### src/rtl/fetch_buffer_pkg.sv
// Shared definitions for the instruction-fetch buffer.
//   XLEN             : architectural word / address width
//   INST_BYTES       : bytes per instruction (fetch stride)
//   DEFAULT_RESET_PC : default first fetch address after reset
//   entry_t          : one queue entry, {pc, inst}
//   next_pc()        : sequential PC step, wraps modulo 2^XLEN
package fetch_buffer_pkg;

  localparam int XLEN       = 32;
  localparam int INST_BYTES = 4;
  localparam logic [XLEN-1:0] DEFAULT_RESET_PC = 32'h0000_0000;

  typedef struct packed {
    logic [XLEN-1:0] pc;
    logic [XLEN-1:0] inst;
  } entry_t;

  function automatic logic [XLEN-1:0] next_pc(input logic [XLEN-1:0] pc);
    return pc + XLEN'(INST_BYTES);
  endfunction

endpackage

### src/rtl/fetch_buffer_if.sv
// Handshake bundle around the fetch buffer.
//   imem_req_*  : fetch request channel (valid/ready) towards instruction memory
//   imem_rsp_*  : in-order response words from instruction memory
//   redirect_*  : flush-and-restart request from the control path
//   inst_*      : instruction channel (valid/ready) towards decode
// Modports: master = fetch buffer side, slave = memory/decode/control side.
interface fetch_buffer_if;
  import fetch_buffer_pkg::*;

  logic            imem_req_valid;
  logic [XLEN-1:0] imem_req_addr;
  logic            imem_req_ready;
  logic            imem_rsp_valid;
  logic [XLEN-1:0] imem_rsp_data;
  logic            redirect_valid;
  logic [XLEN-1:0] redirect_pc;
  logic            inst_valid;
  logic [XLEN-1:0] inst_data;
  logic [XLEN-1:0] inst_pc;
  logic            inst_ready;

  modport master (
    output imem_req_valid, imem_req_addr,
    input  imem_req_ready,
    input  imem_rsp_valid, imem_rsp_data,
    input  redirect_valid, redirect_pc,
    output inst_valid, inst_data, inst_pc,
    input  inst_ready
  );

  modport slave (
    input  imem_req_valid, imem_req_addr,
    output imem_req_ready,
    output imem_rsp_valid, imem_rsp_data,
    output redirect_valid, redirect_pc,
    input  inst_valid, inst_data, inst_pc,
    output inst_ready
  );

endinterface

### src/rtl/fetch_fifo.sv
// Synchronous FIFO of DEPTH {pc, inst} entries for the fetch buffer.
//   clock, reset : clock, asynchronous active-high reset
//   push/wr_entry: write one entry at the tail
//   pop          : retire the head entry (ignored when empty)
//   flush        : empty the queue; takes priority over push/pop
//   head         : head entry, read combinationally from storage
//   count        : occupancy, 0..DEPTH
module fetch_fifo
  import fetch_buffer_pkg::*;
#(
  parameter int DEPTH = 4,
  parameter int CW    = $clog2(DEPTH) + 1
) (
  input  logic          clock,
  input  logic          reset,
  input  logic          push,
  input  logic          pop,
  input  logic          flush,
  input  entry_t        wr_entry,
  output entry_t        head,
  output logic [CW-1:0] count
);

  localparam int AW = $clog2(DEPTH);

  entry_t          mem [DEPTH];
  logic [AW-1:0]   wr_ptr;
  logic [AW-1:0]   rd_ptr;
  logic            pop_ok;

  assign pop_ok = pop && (count != '0);
  assign head   = mem[rd_ptr];

  // Storage is cleared on reset so the head reads as zero out of reset.
  always_ff @(posedge clock or posedge reset) begin
    if (reset) begin
      for (int i = 0; i < DEPTH; i++) mem[i] <= '0;
      wr_ptr <= '0;
      rd_ptr <= '0;
      count  <= '0;
    end else if (flush) begin
      wr_ptr <= '0;
      rd_ptr <= '0;
      count  <= '0;
    end else begin
      if (push) begin
        mem[wr_ptr] <= wr_entry;
        wr_ptr      <= wr_ptr + AW'(1);
      end
      if (pop_ok) rd_ptr <= rd_ptr + AW'(1);
      count <= count + CW'(push) - CW'(pop_ok);
    end
  end

endmodule

### src/rtl/fetch_buffer.sv
// Decoupled instruction-fetch stage with a DEPTH-entry prefetch queue.
// Issues sequential fetch addresses, buffers in-order responses with their
// PC, and hands them to decode. A redirect flushes the queue, restarts fetch
// at the new PC and discards every response still in flight.
//   clock, reset : clock, asynchronous active-high reset
//   bus          : fetch_buffer_if.master (imem req/rsp, redirect, inst)
module fetch_buffer
  import fetch_buffer_pkg::*;
#(
  parameter int              DEPTH    = 4,
  parameter logic [XLEN-1:0] RESET_PC = DEFAULT_RESET_PC
) (
  input  logic           clock,
  input  logic           reset,
  fetch_buffer_if.master bus
);

  localparam int CW = $clog2(DEPTH) + 1;

  logic [XLEN-1:0] fetch_pc;
  logic [XLEN-1:0] rsp_pc;
  logic [XLEN-1:0] redirect_aligned;
  logic [CW-1:0]   count;
  logic [CW-1:0]   outstanding;
  logic [CW-1:0]   outstanding_next;
  logic [CW-1:0]   drop_cnt;
  logic [CW:0]     credit_used;
  logic            req_valid;
  logic            req_fire;
  logic            rsp_fire;
  logic            redirect;
  logic            push;
  logic            pop;
  entry_t          head;
  entry_t          push_entry;

  // Every slot is either occupied or reserved by an outstanding request, so
  // a same-cycle pop only frees its credit once count has been updated.
  assign credit_used = {1'b0, count} + {1'b0, outstanding};
  assign req_valid   = !reset && (credit_used < (CW+1)'(DEPTH));
  assign req_fire    = req_valid && bus.imem_req_ready;
  assign rsp_fire    = bus.imem_rsp_valid;
  assign redirect    = bus.redirect_valid;

  assign redirect_aligned = bus.redirect_pc & ~XLEN'(INST_BYTES - 1);
  assign outstanding_next = outstanding + CW'(req_fire) - CW'(rsp_fire);

  // A response in the redirect cycle belongs to the old stream.
  assign push       = rsp_fire && (drop_cnt == '0) && !redirect;
  assign pop        = (count != '0) && bus.inst_ready;
  assign push_entry = '{pc: rsp_pc, inst: bus.imem_rsp_data};

  fetch_fifo #(
    .DEPTH (DEPTH),
    .CW    (CW)
  ) u_fifo (
    .clock    (clock),
    .reset    (reset),
    .push     (push),
    .pop      (pop),
    .flush    (redirect),
    .wr_entry (push_entry),
    .head     (head),
    .count    (count)
  );

  always_ff @(posedge clock or posedge reset) begin
    if (reset) begin
      fetch_pc    <= RESET_PC;
      rsp_pc      <= RESET_PC;
      outstanding <= '0;
      drop_cnt    <= '0;
    end else begin
      outstanding <= outstanding_next;
      if (redirect) begin
        // Everything still owed by memory after this edge is old-stream,
        // including a request accepted in this very cycle.
        fetch_pc <= redirect_aligned;
        rsp_pc   <= redirect_aligned;
        drop_cnt <= outstanding_next;
      end else begin
        if (req_fire) fetch_pc <= next_pc(fetch_pc);
        if (rsp_fire) begin
          if (drop_cnt != '0) drop_cnt <= drop_cnt - CW'(1);
          else                rsp_pc   <= next_pc(rsp_pc);
        end
      end
    end
  end

  assign bus.imem_req_valid = req_valid;
  assign bus.imem_req_addr  = fetch_pc;
  assign bus.inst_valid     = (count != '0);
  assign bus.inst_data      = head.inst;
  assign bus.inst_pc        = head.pc;

  rsp_without_request : assert property (
    @(posedge clock) disable iff (reset) bus.imem_rsp_valid |-> (outstanding != '0)
  );

endmodule

### src/flat_wrapper.sv
// flat-port wrapper written by rule: the top's interface ports become plain ports
module fetch_buffer_flat import fetch_buffer_pkg::*;
#(
  parameter int              DEPTH    = 4,
  parameter logic [XLEN-1:0] RESET_PC = DEFAULT_RESET_PC
)
  (clock, reset, bus_imem_req_valid, bus_imem_req_addr, bus_imem_req_ready, bus_imem_rsp_valid, bus_imem_rsp_data, bus_redirect_valid, bus_redirect_pc, bus_inst_valid, bus_inst_data, bus_inst_pc, bus_inst_ready);
  fetch_buffer_if bus_i ();
  input  logic clock;
  input  logic reset;
  output wire logic [$bits(bus_i.imem_req_valid)-1:0] bus_imem_req_valid;
  output wire logic [$bits(bus_i.imem_req_addr)-1:0] bus_imem_req_addr;
  input wire logic [$bits(bus_i.imem_req_ready)-1:0] bus_imem_req_ready;
  input wire logic [$bits(bus_i.imem_rsp_valid)-1:0] bus_imem_rsp_valid;
  input wire logic [$bits(bus_i.imem_rsp_data)-1:0] bus_imem_rsp_data;
  input wire logic [$bits(bus_i.redirect_valid)-1:0] bus_redirect_valid;
  input wire logic [$bits(bus_i.redirect_pc)-1:0] bus_redirect_pc;
  output wire logic [$bits(bus_i.inst_valid)-1:0] bus_inst_valid;
  output wire logic [$bits(bus_i.inst_data)-1:0] bus_inst_data;
  output wire logic [$bits(bus_i.inst_pc)-1:0] bus_inst_pc;
  input wire logic [$bits(bus_i.inst_ready)-1:0] bus_inst_ready;
  assign bus_imem_req_valid = bus_i.imem_req_valid;
  assign bus_imem_req_addr = bus_i.imem_req_addr;
  assign bus_i.imem_req_ready = bus_imem_req_ready;
  assign bus_i.imem_rsp_valid = bus_imem_rsp_valid;
  assign bus_i.imem_rsp_data = bus_imem_rsp_data;
  assign bus_i.redirect_valid = bus_redirect_valid;
  assign bus_i.redirect_pc = bus_redirect_pc;
  assign bus_inst_valid = bus_i.inst_valid;
  assign bus_inst_data = bus_i.inst_data;
  assign bus_inst_pc = bus_i.inst_pc;
  assign bus_i.inst_ready = bus_inst_ready;
  fetch_buffer #(.DEPTH(DEPTH), .RESET_PC(RESET_PC)) u_core (.clock(clock), .reset(reset), .bus(bus_i));
endmodule
### config.mk
export PLATFORM = sky130hd
export DESIGN_NAME = fetch_buffer_flat
export DESIGN_NICKNAME = d
export VERILOG_FILES = /design/src/rtl/fetch_buffer_pkg.sv /design/src/rtl/fetch_buffer_if.sv /design/src/rtl/fetch_fifo.sv /design/src/rtl/fetch_buffer.sv /design/src/flat_wrapper.sv
export SDC_FILE = /design/constraint.sdc
export NUM_CORES = 1
export LEC_CHECK = 0
export ABC_AREA = 1
export CORE_ASPECT_RATIO = 0.9
export CORE_MARGIN = 10
export CORE_UTILIZATION = 57
export CTS_CLUSTER_SIZE = 12
export DETAILED_ROUTE_END_ITERATION = 12
export PLACE_DENSITY_LB_ADDON = 0.05
export SYNTH_ARGS = -nofsm -noshare
export SYNTH_HDL_FRONTEND = slang
export SYNTH_SLANG_ARGS = --single-unit
### constraint.sdc
create_clock -name clock -period 15.39 [get_ports clock]
set_input_delay 3.078 -clock clock [delete_from_list [all_inputs] [get_ports clock]]
set_output_delay 3.078 -clock clock [all_outputs]
set_load 0.05 [all_outputs]
### Word level (Yosys, flattened, before mapping)

Cells that the tools add are included.

| operators by class | value |
|---|---|
| reductions and logical operators | 20 |
| mux-type cells | 19 |
| equality and inequality tests | 1 |
| bitwise operators | 3 |
| magnitude comparators | 4 |
| $add $sub $neg | 10 |

Operator list:

| kind | number |
|---|---|
| bitwise mux 256 bit | 1 |
| two-way mux 64 bit | 3 |
| two-way mux 32 bit | 5 |
| binary-select mux 64 bit (select 2 bit) | 1 |
| demux 64 bit (select 2 bit) | 1 |
| adder 32 x 3 -> 32 bit (second input constant) | 2 |
| two-way mux 3 bit | 4 |
| nonzero test 2 bit | 5 |
| two-way mux 2 bit | 4 |
| logical AND 1 bit | 7 |
| adder 3 x 1 -> 3 bit | 2 |
| greater-or-equal comparator 3 bit (second input constant) | 2 |
| NOT 2 -> 3 bit | 2 |
| AND reduction 2 bit | 3 |
| nonzero test 3 bit | 2 |
| subtractor 3 x 1 -> 3 bit | 2 |
| adder 2 x 1 -> 2 bit (second input constant) | 2 |
| adder 3 x 3 -> 4 bit | 1 |
| < comparator 4 x 3 -> 1 bit (second input constant) | 1 |
| zero test 3 bit | 1 |
| < comparator 3 x 1 -> 1 bit (second input constant) | 1 |
| subtractor 3 x 1 -> 3 bit (second input constant) | 1 |
| zero test 1 bit | 2 |
| != test 2 bit (second input constant) | 1 |
| NOT 1 bit | 1 |

| storage, ports and cells | value |
|---|---|
| logic and storage cells | 72 |
| output and inout bits | 98 |
| input bits | 70 |
| register bits | 333 |

### Depth between registers and ports, before layout

Gate-level depths: netlist (run 1).

| logic depth | value |
|---|---|
| word-level depth | 7 |
| depth in mapped cells | 12 |
| depth with buffers taken out | 12 |

### By module

From an unflattened synthesis (run 1), not the netlist that was laid out.

| second synthesis, totals | value |
|---|---|
| cell total of the unflattened synthesis | 2,044 |
| area, all modules | 16,168.0 um^2 |

Modules (own cells, without submodules):

| module | times used | area an instance (um^2) | sequential area each (um^2) | cells each |
|---|---|---|---|---|
| fetch_fifo | 1 | 11,317.1 | 6,581.3 | 1,307 |
| fetch_buffer | 1 | 4,850.9 | 1,651.6 | 737 |

### Least setup slack after synthesis (run 1)

OpenSTA, ideal clock, no wires.

| timing path | value |
|---|---|
| kind | input to output |
| from | in reset |
| to | out bus_imem_req_valid |
| buffers on the path | 0 |
| data required time | 12.312 ns |
| stages on the path | 3 |
| slack | 8.440 ns |
| arrival time | 3.872 ns |
| cells stage by stage | nor2_1 nand2_1 nor2_1 |

| between the ends | value |
|---|---|
| longest elaborated chain between the ends | 2 |

Ends and longest elaborated chain:

| what | line | text |
|---|---|---|
| start, declared | flat_wrapper.sv:10 | `input logic reset;` |
| zero test 1 bit | fetch_buffer.sv:40 | `assign req_valid = !reset && (credit_used < (CW+1)'(DEPTH));` |
| logical AND 1 bit | fetch_buffer.sv:40 |  |
| end, declared | flat_wrapper.sv:11 | `output wire logic [$bits(bus_i.imem_req_valid)-1:0] bus_imem_req_valid;` |

No other way between the ends.

### Final worst setup path (run 1)

Same ends and word-level chain as after synthesis.

==> impl_metrics.tcl, run 1 <==
set metrics [dict create \
    setup_violations 0 \
    first_global_vias 13200 \
    powerDensity_mw_per_mm2 188 \
    critical_path_class "input pin to output pin" \
    wl_per_cell_um 17.2 \
    fmax_mhz 128 \
    syn_area_mm2 0.0153 \
    design.core.area_mm2 0.0263 \
    fin_crit_sh 0.507 \
    insertedDiodeCount 0 \
    globalplace.congestion 0.920 \
    synth_edf_count 0 \
    syn_avg_cell_area_um2 8.04 \
    clock_tree.root_cell "clkbuf_16" \
    vias 13300 \
    finalHoldViolCount 0 \
    synth_fa_ha_area_frac 0.0140 \
    synth_top_family_by_area "simple AND/OR/NAND/NOR gates" \
    clk_latency_ps 520 \
    cts_made_buffers 35 \
    worstMarginPinSlew_ps 1110 \
    cts-htree-levels 2 \
    outcome "finished clean" \
    combPwrFrac 0.414 \
    crit_chain "clkdlybuf4s50_1, nor2_1, nand2_1, nor2_1, clkdlybuf4s50_1" \
    worstPathArrival_ps 4720 \
    yosys.area_share.simple 0.209 \
    die_area_mm2 0.0339 \
    die_h_um 176 \
    critPathLaunchType "input pin" \
    slew_violations 0 \
    internal_power_uw 1980 \
    p_switching_uw 1430 \
    grt_pass1_wl_um 67700 \
    cts-resized-gates 0 \
    grt_max_degree 196 \
    maxCapViolCount 0 \
    pin_count 168 \
    ys_types 38 \
    post_cts_buffers 0 \
    clock_power_share 0.240 \
    setup_tns_ps 0 \
    rows 56 \
    cp_slowest_cell "clkdlybuf4s50_1" \
    synthMuxAreaShare 0 \
    hold_path.class "register to register" \
    clock-sinks 321 \
    dp_hpwl_um 25500 \
    synth_cells 1906 \
    seqPwrFrac 0.345 \
    placed_area_mm2 0.0170 \
    layout-drive-gt1-share 0.0424 \
    fillers 2235 \
    groute.usage.overall 0.241 \
    ys_ff_latch 321 \
    switching_share 0.420 \
    io_buffers 161 \
    synth-seq-area-share 0.524 \
    final_cell_area_mm2 0.0181 \
    clkTransAtPathRegs_ps 60 \
    synth_compound_area_frac 0.176 \
    routed_wl_um 40900 \
    die_x_um 193 \
    cp_slowest_stage_delay_ps 830 \
    clockBufferDepth 3 \
    postSynth.asyncResetShare 1.00 \
    peakVddDrop_v 0.000157 \
    rsz0062_at_grt "false" \
    initial_core_util 0.583 \
    ys_warn_count 0 \
    area_growth_pct 18.2 \
    postCtsHoldBufs 0 \
    overflow 0 \
    end_kind "output pin" \
    ant_nets 0 \
    synth_ff_type "dfrtp_1" \
    nets 2093 \
    drt_iter0_markers 1281 \
    p_total_uw 3410 \
    synth_xor_area_frac 0.0120 \
    final_cell_count_no_fill 2376 \
    layout_min_cycle_time_ps 7800 \
    skew_ps 23.0 \
    drc 0 \
    required_ps 12310 \
    max_slew_margin 0.256 \
    critPathMaxFanout 2 \
    fin_util 0.690 \
    placedCellCount 2318 \
    viasPerCell 5.61 \
    drt_first_pass_iters 5 \
    cts_tree "done" \
    antenna_found_initial 0 \
    leakagePower_uw 0.00841 \
]
==> logic make-up after synthesis <==
group                      after synthesis
other                                    1
xor gates and xnor gates                21
adders and majority gates               16
buffers and inverters                  244
AOI/OAI and AO/OA                      505
DFF                                    321
and+or+nand+nor                        798
==> cells in the mapped netlist, types with 2 or more instances <==
library cell	instances	share of area
nor2_2	6	0.0024
dfrtp_1	321	0.52
nand2_2	5	0.0020
nand2_1	485	0.12
nor2_4	2	0.0015
buf_2	39	0.013
clkinv_1	2	0.00049
ha_1	14	0.011
o21ai_2	2	0.0011
buf_1	4	0.00098
nand3_1	81	0.026
o221ai_1	3	0.0017
a21oi_1	18	0.0059
fa_1	2	0.0026
o21ai_0	154	0.050
o21ai_1	240	0.078
o31ai_1	2	0.00098
inv_1	129	0.032
xnor2_1	4	0.0023
o211ai_1	19	0.0093
nor3_1	8	0.0026
clkbuf_1	62	0.015
buf_4	5	0.0024
o22ai_1	63	0.026
inv_2	3	0.00073
nand4_1	7	0.0029
nor2_1	199	0.049
xor2_1	17	0.0097
==> worst max-delay path, delay by kind of cell <==
kind | cells | cell delay [ps]
buffers and inverters | 2 | 1340
and+or+nand+nor | 3 | 300
==> per-layer routing <==
| metal | up-vias | share of wire | global-route usage |
|---|---|---|---|
| li1 | 6491 | - | - |
| met1 | 6398 | 0.45 | 0.329 |
| met2 | 369 | 0.48 | 0.392 |
| met3 | 64 | 0.057 | 0.0392 |
| met4 | 0 | 0.017 | 0.0600 |
| met5 | - | 0 | 0 |
==> cells in the final DEF, fill, tap and decap left out, types with 2 or more instances in the layout <==
| cell | instances |
|---|---|
| nor3_1 | 8 |
| xor2_1 | 17 |
| o21ai_0 | 154 |
| conb_1 | 4 |
| xnor2_1 | 4 |
| o22ai_1 | 63 |
| nand2_1 | 485 |
| ha_1 | 14 |
| a21oi_1 | 18 |
| clkdlybuf4s50_1 | 160 |
| o31ai_1 | 2 |
| clkbuf_16 | 36 |
| nor2_2 | 6 |
| clkbuf_1 | 10 |
| o221ai_1 | 3 |
| nand2_4 | 4 |
| buf_4 | 9 |
| o211ai_1 | 19 |
| dfrtp_1 | 319 |
| inv_1 | 128 |
| bufinv_16 | 2 |
| nand4_1 | 7 |
| nor2_4 | 2 |
| nor2_1 | 199 |
| clkinv_2 | 4 |
| nand3_1 | 81 |
| o21ai_1 | 240 |
| fa_1 | 2 |
| clkbuf_8 | 4 |
| o21ai_2 | 2 |
| inv_2 | 4 |
==> layout make-up <==
cell class,instances,area [µm²],share of cell area
clock buffer,50,993,0.0548
sequential,321,8040,0.443
timing repair buffer,171,1690,0.0935
inverter,134,512,0.0282
multi-input combinational,1344,6340,0.350
clock inverter,8,108,0.00594
tap,348,435,0.0240
==> registers in the layout, indices dropped and copies added (netlist names) <==
name and count:
u_core.outstanding 3, u_core.rsp_pc 30, u_core.u_fifo.rd_ptr 2, u_core.drop_cnt 3
u_core.bus.imem_req_addr 30, u_core.u_fifo.wr_ptr 2, u_core.u_fifo.mem 248, u_core.u_fifo.count 3
==> power groups by stage <==
stage	Sequential (µW)	Clock (µW)	Combinational (µW)
after floorplan	1200	0	939
after global placement	1180	0	1400
after detailed placement	1190	0	1420
after CTS	1170	832	1430
after global routing	1200	865	1530
final	1180	819	1410
==> path summary, 6_finish.rpt <==
path	from	to	slack, ps	cells after the start
min in group asynchronous	reset	u_core.bus.imem_req_addr[13]	3100	2
worst max register to register	u_core.drop_cnt[0]	u_core.u_fifo.count[2]	12580	12
worst min register to register	u_core.u_fifo.mem[191]	u_core.u_fifo.mem[191]	480	2
max in group asynchronous	reset	u_core.u_fifo.mem[169]	10620	3
worst max-delay path	reset	bus_imem_req_valid	7590	5
worst min-delay path	u_core.u_fifo.mem[191]	u_core.u_fifo.mem[191]	480	2
==> through the flow <==
stage	setup slack [ps]	hold slack, ps
4_1_cts	7590	478
6_report	7590	476
2_1_floorplan	3430	448
5_1_grt	7480	505
3_5_place_dp	7590	463
3_3_place_gp	7570	461
Power figures use the tool's default switching activity.
==> run 2, diff against run 1 <==
==> constraint.sdc (replaced) <==
create_clock -name clock -period 7.7 [get_ports clock]
set_input_delay 1.54 -clock clock [delete_from_list [all_inputs] [get_ports clock]]
set_output_delay 1.54 -clock clock [all_outputs]
set_load 0.05 [all_outputs]
==> run 2 against run 1 <==
  * Cell area is 0.77% lower
  * Power increased by 95%
  * Setup slack worse by 5400 ps
  * Clock power up 78%
  * Largest cell class unchanged
  * Clock-buffer cell count decreased by 4
==> impl_metrics.tcl, run 2 (synthesized netlist as in run 1, its figures left out) <==
set metrics [dict create \
    outcome "finished clean" \
    worstMarginPinSlew_ps 1140 \
    nets 2094 \
    r2r_start "u_core.drop_cnt[0]" \
    grt_max_degree 193 \
    cts_made_buffers 34 \
    reg2reg_to "u_core.u_fifo.count[2]" \
    setup_violations 0 \
    drt_first_pass_iters 5 \
    globalplace.congestion 0.902 \
    viasPerCell 5.62 \
    first_global_vias 13100 \
    layout_min_cycle_time_ps 5520 \
    post_cts_buffers 0 \
    leakagePower_uw 0.00834 \
    clock-sinks 321 \
    critPathLaunchType "register" \
    die_h_um 176 \
    hp-start "u_core.u_fifo.mem[159]" \
    drc 0 \
    end_kind "output pin" \
    clk_latency_ps 510 \
    pin_count 168 \
    worstPathArrival_ps 3980 \
    cp_slowest_cell "clkdlybuf4s50_1" \
    die_area_mm2 0.0339 \
    top_register "u_core.u_fifo.mem" \
    fin_crit_sh 0.717 \
    layout-drive-gt1-share 0.0396 \
    placedCellCount 2320 \
    critical_path_class "register to output pin" \
    hold_end "u_core.u_fifo.mem[159]" \
    area_growth_pct 17.3 \
    maxCapViolCount 0 \
    insertedDiodeCount 0 \
    dp_hpwl_um 25800 \
    io_buffers 161 \
    wl_per_cell_um 17.2 \
    clock_tree.root_cell "clkbuf_16" \
    rsz0062_at_grt "false" \
    initial_core_util 0.583 \
    fillers 2200 \
    routed_wl_um 40800 \
    fmax_mhz 181 \
    slew_violations 0 \
    clkTransAtPathRegs_ps 60 \
    hold_path.class "register to register" \
    clockBufferDepth 3 \
    powerDensity_mw_per_mm2 369 \
    antenna_found_initial 0 \
    mostFrequentLayoutCells "485 x nand2_1, 319 x dfrtp_1, 240 x o21ai_1, 199 x nor2_1, 160 x clkdlybuf4s50_1" \
    rows 56 \
    die_x_um 193 \
    reg2reg_setup_slack_ps 4930 \
    grt_pass1_wl_um 67600 \
    groute.usage.overall 0.242 \
    cts-resized-gates 0 \
    vias 13300 \
    layout_commonest_cell "nand2_1" \
    max_slew_margin 0.241 \
    crit_chain "clkinv_2, buf_4, o21ai_0, o22ai_1, clkdlybuf4s50_1" \
    r2r_cells 12 \
    finalHoldViolCount 0 \
    required_ps 6160 \
    cts-htree-levels 2 \
    overflow 0 \
    largest_register_ffs 248 \
    hold_depth 2 \
    drt_iter0_markers 1213 \
    peakVddDrop_v 0.000336 \
    ant_nets 0 \
    setup_tns_ps 0 \
    cp_slowest_stage_delay_ps 870 \
    skew_ps 10.4 \
    cts_tree "done" \
    critPathMaxFanout 85 \
    design.core.area_mm2 0.0263 \
    postCtsHoldBufs 0 \
    final_cell_count_no_fill 2370 \
]
## run 2: cell types whose count changed in the layout (fill, tap and decap cells not counted), sizes merged
cell | before | now
buf | 11 | 13
clkinv | 5 | 4
inv | 134 | 133
clkbuf | 50 | 46
bufinv | 2 | 0
## run 2: worst max path at each step
stage / startpoint / endpoint / cells after the start
floorplan: reset / u_core.bus.imem_req_addr[10] / 1
global placement: u_core.u_fifo.rd_ptr[0] / bus_inst_pc[28] / 5
detailed placement: u_core.u_fifo.rd_ptr[0] / bus_inst_pc[14] / 5
CTS: u_core.u_fifo.rd_ptr[0] / bus_inst_pc[14] / 5
global route: u_core.u_fifo.rd_ptr[0] / bus_inst_data[31] / 5
finish: u_core.u_fifo.rd_ptr[0] / bus_inst_pc[14] / 5
## run 2: area by class of cell
| type | instances | area, µm² | share of cell area |
|---|---|---|---|
| sequential | 321 | 8040 | 0.447 |
| multi-input combinational | 1344 | 6340 | 0.353 |
| timing repair buffer | 173 | 1710 | 0.0950 |
| clock buffer | 46 | 927 | 0.0516 |
| inverter | 134 | 508 | 0.0282 |
| tap | 348 | 435 | 0.0242 |
| clock inverter | 4 | 23.8 | 0.00132 |
## run 2: report_power, final
group	internal (µW)	switching, µW	leakage [µW]
sequential	2070	289	0.00426
combinational	912	1900	0.00362
clock	835	630	0.000467
## run 2: critical path, delay by kind of cell (launching register included)
kind | cells | cell delay, ps
AO/OA/AOI/OAI | 2 | 470
buffers and inverters | 3 | 2170
flip-flops | 1 | 720
## run 2: through the flow
stage                     setup WS (ps)  power (µW)  hold WS [ps]   util  instance area (µm²)
final                              2180        6640           478  0.684                18000
after global routing               2000        7020           489  0.684                18000
after CTS                          2230        6680           478  0.684                18000
after detailed placement           2790        5200           463  0.648                17000
after global placement             2800        5150           460  0.648                17000
after floorplan                    1880        4280           448      -                15300
## run 2: routing by layer
layer / GRT usage / up-vias / share of wire / wire length, µm
li1: - / 6474 / - / -
met1: 0.326 / 6391 / 0.44 / 18000
met2: 0.395 / 390 / 0.47 / 19400
met3: 0.0404 / 55 / 0.065 / 2640
met4: 0.0652 / 0 / 0.020 / 835
met5: 0 / - / 0 / 0
